==> config.mk <==
export PLATFORM = sky130hd
export DESIGN_NAME = csa_pipe_adder
export DESIGN_NICKNAME = d
export VERILOG_FILES = /design/src/rtl/csa_pipe_adder_pkg.sv /design/src/rtl/csa_pipe_adder_seg.sv /design/src/rtl/csa_pipe_adder.sv
export SDC_FILE = /design/constraint.sdc
export NUM_CORES = 1
export LEC_CHECK = 0
export ABC_AREA = 1
export CORE_MARGIN = 4
export CORE_UTILIZATION = 30
export DETAILED_ROUTE_END_ITERATION = 8
export HOLD_SLACK_MARGIN = 0.06
export SLEW_MARGIN = 20
export SYNTH_ARGS = -nofsm -noshare
export SYNTH_HDL_FRONTEND = slang
export SYNTH_SLANG_ARGS = --single-unit
==> constraint.sdc <==
create_clock -name clk -period 7.5 [get_ports clk]
set_input_delay 1.125 -clock clk [delete_from_list [all_inputs] [get_ports clk]]
set_output_delay 1.125 -clock clk [all_outputs]
set_load 0.05 [all_outputs]
==> src/rtl/csa_pipe_adder_pkg.sv <==
// Shared defaults and helpers for the pipelined carry-select adder/subtractor.
package csa_pipe_adder_pkg;

   localparam int unsigned DEF_WIDTH = 16;
   localparam int unsigned DEF_SEG   = 4;

   typedef enum logic {
      OP_ADD = 1'b0,
      OP_SUB = 1'b1
   } op_e;

   function automatic int unsigned csa_stages(input int unsigned width, input int unsigned seg);
      return width / seg;
   endfunction

endpackage

==> src/rtl/csa_pipe_adder_seg.sv <==
// One carry-select segment: two ripple chains (carry-in 0 and 1) and an output mux.
module csa_seg
   import csa_pipe_adder_pkg::*;
#(
   parameter int unsigned SEG = DEF_SEG
) (
   input  logic [SEG-1:0] x,
   input  logic [SEG-1:0] y,
   input  logic           cin,
   output logic [SEG-1:0] s,
   output logic           cout
);

   logic [SEG-1:0] w_s0;
   logic [SEG-1:0] w_s1;
   logic [SEG:0]   w_c0;
   logic [SEG:0]   w_c1;

   always_comb begin
      w_s0    = '0;
      w_s1    = '0;
      w_c0    = '0;
      w_c1    = '0;
      w_c1[0] = 1'b1;
      for (int unsigned i = 0; i < SEG; i++) begin
         w_s0[i]   = x[i] ^ y[i] ^ w_c0[i];
         w_c0[i+1] = (x[i] & y[i]) | (w_c0[i] & (x[i] ^ y[i]));
         w_s1[i]   = x[i] ^ y[i] ^ w_c1[i];
         w_c1[i+1] = (x[i] & y[i]) | (w_c1[i] & (x[i] ^ y[i]));
      end
   end

   assign s    = cin ? w_s1 : w_s0;
   assign cout = cin ? w_c1[SEG] : w_c0[SEG];

endmodule

==> src/rtl/csa_pipe_adder.sv <==
// Pipelined carry-select adder/subtractor: one SEG-bit segment resolves per stage,
// valid/ready handshake with full backpressure on both sides.
module csa_pipe_adder
   import csa_pipe_adder_pkg::*;
#(
   parameter int unsigned WIDTH = DEF_WIDTH,
   parameter int unsigned SEG   = DEF_SEG
) (
   input  logic             clk,
   input  logic             rst,
   input  logic             in_valid,
   output logic             in_ready,
   input  logic [WIDTH-1:0] a,
   input  logic [WIDTH-1:0] b,
   input  logic             ci,
   input  logic             sub,
   output logic             out_valid,
   input  logic             out_ready,
   output logic [WIDTH-1:0] sum,
   output logic             co,
   output logic             ovf
);

   localparam int unsigned N = csa_stages(WIDTH, SEG);

   op_e              w_op;
   logic [WIDTH-1:0] w_b_eff;
   logic             w_cin;
   logic [N-1:0]     w_v;
   logic [N-1:0]     w_rdy;

   assign w_op    = sub ? OP_SUB : OP_ADD;
   assign w_b_eff = (w_op == OP_SUB) ? ~b : b;
   assign w_cin   = (w_op == OP_SUB) ? 1'b1 : ci;

   for (genvar k = 0; k < N; k++) begin : g_stage
      localparam int unsigned LO = k * SEG;
      localparam int unsigned UW = WIDTH - LO;

      logic [UW-1:0]     w_a_in;
      logic [UW-1:0]     w_b_in;
      logic              w_ci;
      logic              w_v_in;
      logic [SEG-1:0]    w_seg_s;
      logic              w_seg_co;
      logic [LO+SEG-1:0] w_s_out;
      logic [LO+SEG-1:0] r_s;
      logic              r_c;
      logic              r_v;

      // Closed form of rdy[k] = !v[k] || rdy[k+1], avoiding a self-referencing vector.
      assign w_rdy[k] = out_ready | ~(&w_v[N-1:k]);
      assign w_v[k]   = r_v;

      if (k == 0) begin : g_first
         assign w_a_in  = a;
         assign w_b_in  = w_b_eff;
         assign w_ci    = w_cin;
         assign w_v_in  = in_valid;
         assign w_s_out = w_seg_s;
      end else begin : g_next
         assign w_a_in  = g_stage[k-1].g_fwd.r_a;
         assign w_b_in  = g_stage[k-1].g_fwd.r_b;
         assign w_ci    = g_stage[k-1].r_c;
         assign w_v_in  = g_stage[k-1].r_v;
         assign w_s_out = {w_seg_s, g_stage[k-1].r_s};
      end

      csa_seg #(.SEG(SEG)) u_seg (
         .x    (w_a_in[SEG-1:0]),
         .y    (w_b_in[SEG-1:0]),
         .cin  (w_ci),
         .s    (w_seg_s),
         .cout (w_seg_co)
      );

      always_ff @(posedge clk or posedge rst) begin
         if (rst) begin
            r_v <= 1'b0;
            r_c <= 1'b0;
            r_s <= '0;
         end else if (w_rdy[k]) begin
            r_v <= w_v_in;
            r_c <= w_seg_co;
            r_s <= w_s_out;
         end
      end

      if (k < N - 1) begin : g_fwd
         logic [UW-SEG-1:0] r_a;
         logic [UW-SEG-1:0] r_b;

         always_ff @(posedge clk or posedge rst) begin
            if (rst) begin
               r_a <= '0;
               r_b <= '0;
            end else if (w_rdy[k]) begin
               r_a <= w_a_in[UW-1:SEG];
               r_b <= w_b_in[UW-1:SEG];
            end
         end
      end else begin : g_last
         logic r_ovf;

         // The last segment holds the operand sign bits, so overflow resolves here.
         always_ff @(posedge clk or posedge rst) begin
            if (rst) begin
               r_ovf <= 1'b0;
            end else if (w_rdy[k]) begin
               r_ovf <= (w_a_in[SEG-1] == w_b_in[SEG-1]) && (w_seg_s[SEG-1] != w_a_in[SEG-1]);
            end
         end
      end
   end

   assign in_ready  = w_rdy[0];
   assign out_valid = w_v[N-1];
   assign sum       = g_stage[N-1].r_s;
   assign co        = g_stage[N-1].r_c;
   assign ovf       = g_stage[N-1].g_last.r_ovf;

endmodule
# Yosys cells after proc, flatten, opt, wreduce, memory -nomap -nowiden
# Cells that the tools add are included.
# totals
output_inout_bits,20
ff_bits,97
wordCells,157
# op_classes
eq_ne,2
reduce_logical,4
n_bitwise,121
mux,11
# ops
operator,count
bitwise AND 1 bit,40
bitwise XOR 1 bit,40
bitwise OR 1 bit,32
2-to-1 mux 16 bit,1
2-to-1 mux 4 bit,4
NOT 16 bit,1
NOT 1 bit,8
2-to-1 mux 1 bit,6
AND reduction 4 bit,1
AND reduction 3 bit,1
AND reduction 2 bit,1
== test 1 bit,1
logical AND 1 bit,1
inequality test 1 bit,1

# Longest topological paths before layout
# logic_depth
word_depth,11
depth_mapped,12
depth_no_buf,12

# Cells and area by module
# Synthesis repeated with hierarchy kept, for this count alone.
# unflattened
hier_cells,534
area_unflattened_um2,4558.1
# modules_own_cells
mod,area_per_inst_um2,instances,seq_area_each_um2,cells_each
csa_pipe_adder,3942.5,1,2427.3,442
csa_seg,153.9,4,0.0,23

# Worst setup path after synthesis
# No wires, ideal clock.
# synth_path
path_kind,input to register
startpoint,input sub
endpoint,register g_stage[0].r_s[3]
setup_time_ns,0.117
slack_ns,4.132
t_arrival_ns,3.250
n_path_buf,2
required_time_ns,7.383
stages,12
path_cell_list,buf_2 -> buf_4 -> xnor2_1 -> ha_1 -> nor2_1 -> a21oi_1 -> fa_1 -> fa_1 -> inv_1 -> fa_1 -> nand2_1 -> nand2_1
# synth_between
elab_chain_cells,10
word_cells_on_any_way,22
classes_between,4 x mux; 18 x bitwise
# synth_rtl
element,line_no,rtl
start: declaration,csa_pipe_adder.sv:16,"input logic sub,"
2-to-1 mux 1 bit (*),csa_pipe_adder.sv:32,assign w_op = sub ? OP_SUB : OP_ADD;
2-to-1 mux 16 bit,csa_pipe_adder.sv:33,assign w_b_eff = (w_op == OP_SUB) ? ~b : b;
bitwise AND 1 bit or bitwise XOR 1 bit (tied branches),n/a,
bitwise OR 1 bit,csa_pipe_adder_seg.sv:29,w_c1[i+1] = (x[i] & y[i]) | (w_c1[i] & (x[i] ^ y[i]));
bitwise AND 1 bit,csa_pipe_adder_seg.sv:29,
bitwise OR 1 bit,csa_pipe_adder_seg.sv:29,
bitwise AND 1 bit,csa_pipe_adder_seg.sv:29,
bitwise OR 1 bit,csa_pipe_adder_seg.sv:29,
bitwise XOR 1 bit,csa_pipe_adder_seg.sv:28,w_s1[i] = x[i] ^ y[i] ^ w_c1[i];
2-to-1 mux 4 bit (*),csa_pipe_adder_seg.sv:33,assign s = cin ? w_s1 : w_s0;
net g_stage[0].u_seg.s[3],csa_pipe_adder_seg.sv:10,"output logic [SEG-1:0] s,"
end signal: assignment,csa_pipe_adder.sv:85,r_s <= w_s_out;
end: declaration,csa_pipe_adder.sv:47,logic [LO+SEG-1:0] r_s;
# The timed path passes the listed nets; every way through them passes the cells marked *.
# A chain may end at the register's enable or synchronous reset.

# Worst setup path in the final report
# layout_path
startpoint,input out_ready
endpoint,output in_ready
# layout_between
elab_chain_cells,1
# layout_rtl
element,line_no,rtl
start: declaration,csa_pipe_adder.sv:18,"input logic out_ready,"
bitwise OR 1 bit,csa_pipe_adder.sv:52,assign w_rdy[k] = out_ready | ~(&w_v[N-1:k]);
end: declaration,csa_pipe_adder.sv:12,"output logic in_ready,"
# Every way passes these cells.

==> reports/results.ini <==
[drt]
drtPass1Iterations = 4
drc_errors = 0
drt_iter0_markers = 184
ant_nets = 0
via_count = 2980
route.detailed.wl_per_inst_um = 11.8
vias_per_cell = 4.22
wirelength_um = 8340

[sta]
rsz0062_at_grt = false
maxSlewHeadroom = 0.384
tightestPinTransition_ps = 921
setup_viol = 0
fmax_mhz = 207
final_hold_viol_count = 0
skew_ps = 6.26
post-route-period-util = 0.645
tns_ps = 0
drv_slew = 0
period_minus_slack_ps = 4830

[global_routing]
top_usage_layer = met1
track_usage = 0.108
met2_usage = 0.156
grt_pass1_wl_um = 14500
use_met3 = 0.0257
use_met1 = 0.162
grt_pass1_vias = 2977
grt_overflow_total = 0
antenna_found_initial = 0
grt_max_degree = 87

[synthesis]
synth_warnings = 0
ys_seq_area_frac = 0.557
netlist_top_cells_area = dfrtp_1 56%, nand2_1 17%, fa_1 5.5%
avgSynthCellArea_um2 = 9.23
synthesis.area_um2 = 4360
synth-seq-cells = 97
synthCells = 472
synth_nets = 531
synth_top_area_frac = 0.557
yosysTopAreaCell = dfrtp_1
synthDistinctLibCells = 21

[pwr]
power_per_cell_area_nw_per_um2 = 319
p_leak_nw = 2.65
power.total_mw = 1.70
ir_drop_mv = 0.146

[cts]
htree_levels = 3
cts_tree = built
cts_sinks = 97
clockBufferDepth = 2
cts_buffers = 9
ctsResizeCount = 0
worst_skew_pair.late_latency_ps = 330
clk_pin_slew_ps = 60
post_cts.repair.setup_buffers = 0
holdBufCountCts = 0
root_buffer = clkbuf_16

[min_path]
hp-class = flip-flop to flip-flop
min_path_cells = 2

[place]
dp_hpwl_um = 6020
routabilityCongestion = 0.743
port_buffers = 57
placed_area_um2 = 5060
dpl.cell_count = 691

[layout]
nFillCells = 1408
diodes = 0
nets = 581
final_area_um2 = 5330
mostFrequentLayoutCells = 196 x nand2_1, 97 x dfrtp_1, 57 x clkdlybuf4s50_1, 36 x inv_1, 33 x o21ai_0
area_delta_synth_final_pct = 22.3
ff_latch_area_um2 = 2430
drive_gt1_frac = 0.0494
final_common_cell = nand2_1
stdcell_count = 706
multi_input_area_um2 = 1670

[die]
initial_utilization = 0.310
ios = 58
core-area_um2 = 14000
die_area_um2 = 16500
num_rows = 43
die-height_um = 129
dieWidth_um = 129

[setup_path]
cp_data_arrival_time_ps = 3710
slowest_delay_ps = 910
crit_path_max_fanout = 32
crit_slowest_cell = clkdlybuf4s50_1
worstSetupStartpointType = primary input
worstSetupEndpointType = output port
path_class = primary input to output port
cp.required_ps = 6380
crit_top_cell = clkdlybuf4s50_1
crit_chain = clkdlybuf4s50_1 > inv_2 > nand2_1 > clkdlybuf4s50_1
reg2reg_depth = 10

[outcome]
status = completed

[flow_run]
cap_viol_max_count = 0

through the flow:
step,setup WS [ps],hold WS [ps],utilization
after global placement,2730,448,0.361
after detailed placement,2640,458,0.361
after floorplan,3840,439,-
final,2670,465,0.380
after global routing,2490,496,0.380
after CTS,2660,468,0.379
synthesized netlist by cell type:
cell        n
buf_4       2
or2_2       2
nand4_1     1
clkbuf_1    2
buf_2      16
buf_6       1
nor2_2      2
nand2_2     2
dfrtp_1    97
xor2_1     16
xnor2_1     4
nor2_1      5
nand2_1   196
inv_1      37
nor2_4      2
nand3_1    29
ha_1        9
inv_2       1
o21ai_0    33
a21oi_1     3
fa_1       12
layout make-up:
| cell class | count | share of cell area |
|---|---|---|
| tap | 180 | 0.0422 |
| clock inverter | 3 | 0.00329 |
| clock buffer | 12 | 0.0462 |
| multi-input combinational | 316 | 0.314 |
| inverter | 38 | 0.0270 |
| timing repair buffer | 60 | 0.112 |
| sequential | 97 | 0.455 |
where the power goes:
part	switching, mW	internal [mW]	total (mW)
clock network	0.175	0.231	0.406
logic	0.349	0.198	0.547
registers	0.0804	0.666	0.746
path summary, 6_finish.rpt:
path / start / to / slack (ps)
worst max-delay path: out_ready / in_ready / 2670
worst min-delay path: g_stage[0].g_fwd.r_a[8] / g_stage[1].g_fwd.r_a[4] / 470
worst max register to register: g_stage[2].g_fwd.r_a[0] / ovf / 5240
worst min register to register: g_stage[0].g_fwd.r_a[8] / g_stage[1].g_fwd.r_a[4] / 470
max in group asynchronous: rst / g_stage[0].g_fwd.r_a[5] / 5510
min in group asynchronous: rst / sum[12] / 1020
state kept, by name, summed over array words and instances, names as in the netlist:
name / flops
g_stage.g_fwd.r_a: 24
g_stage.g_fwd.r_b: 24
g_stage.r_s: 24
sum: 16
g_stage.r_c: 3
g_stage.r_v: 3
co: 1
out_valid: 1
ovf: 1
routing by layer:
| layer | up-vias | share of wire |
|---|---|---|
| met2 | 79 | 0.42 |
| met3 | 5 | 0.059 |
| li1 | 1545 | - |
| met5 | - | 0 |
| met1 | 1351 | 0.51 |
| met4 | 0 | 0.010 |
critical path: cells and delay by family:
family	cells	cell delay [ps]
buf+inv	3	1840
simple gates	1	700
logic make-up after synthesis:
| family | count (synthesis) | synth area share |
|---|---|---|
| xor gates and xnor gates | 20 | 0.0402 |
| buffers and inverters | 59 | 0.0589 |
| adders and majority gates | 21 | 0.0810 |
| AOI/OAI and AO/OA | 36 | 0.0413 |
| DFF | 97 | 0.557 |
| and+or+nand+nor | 239 | 0.222 |
No activity file was read; power rests on OpenSTA's default activity.
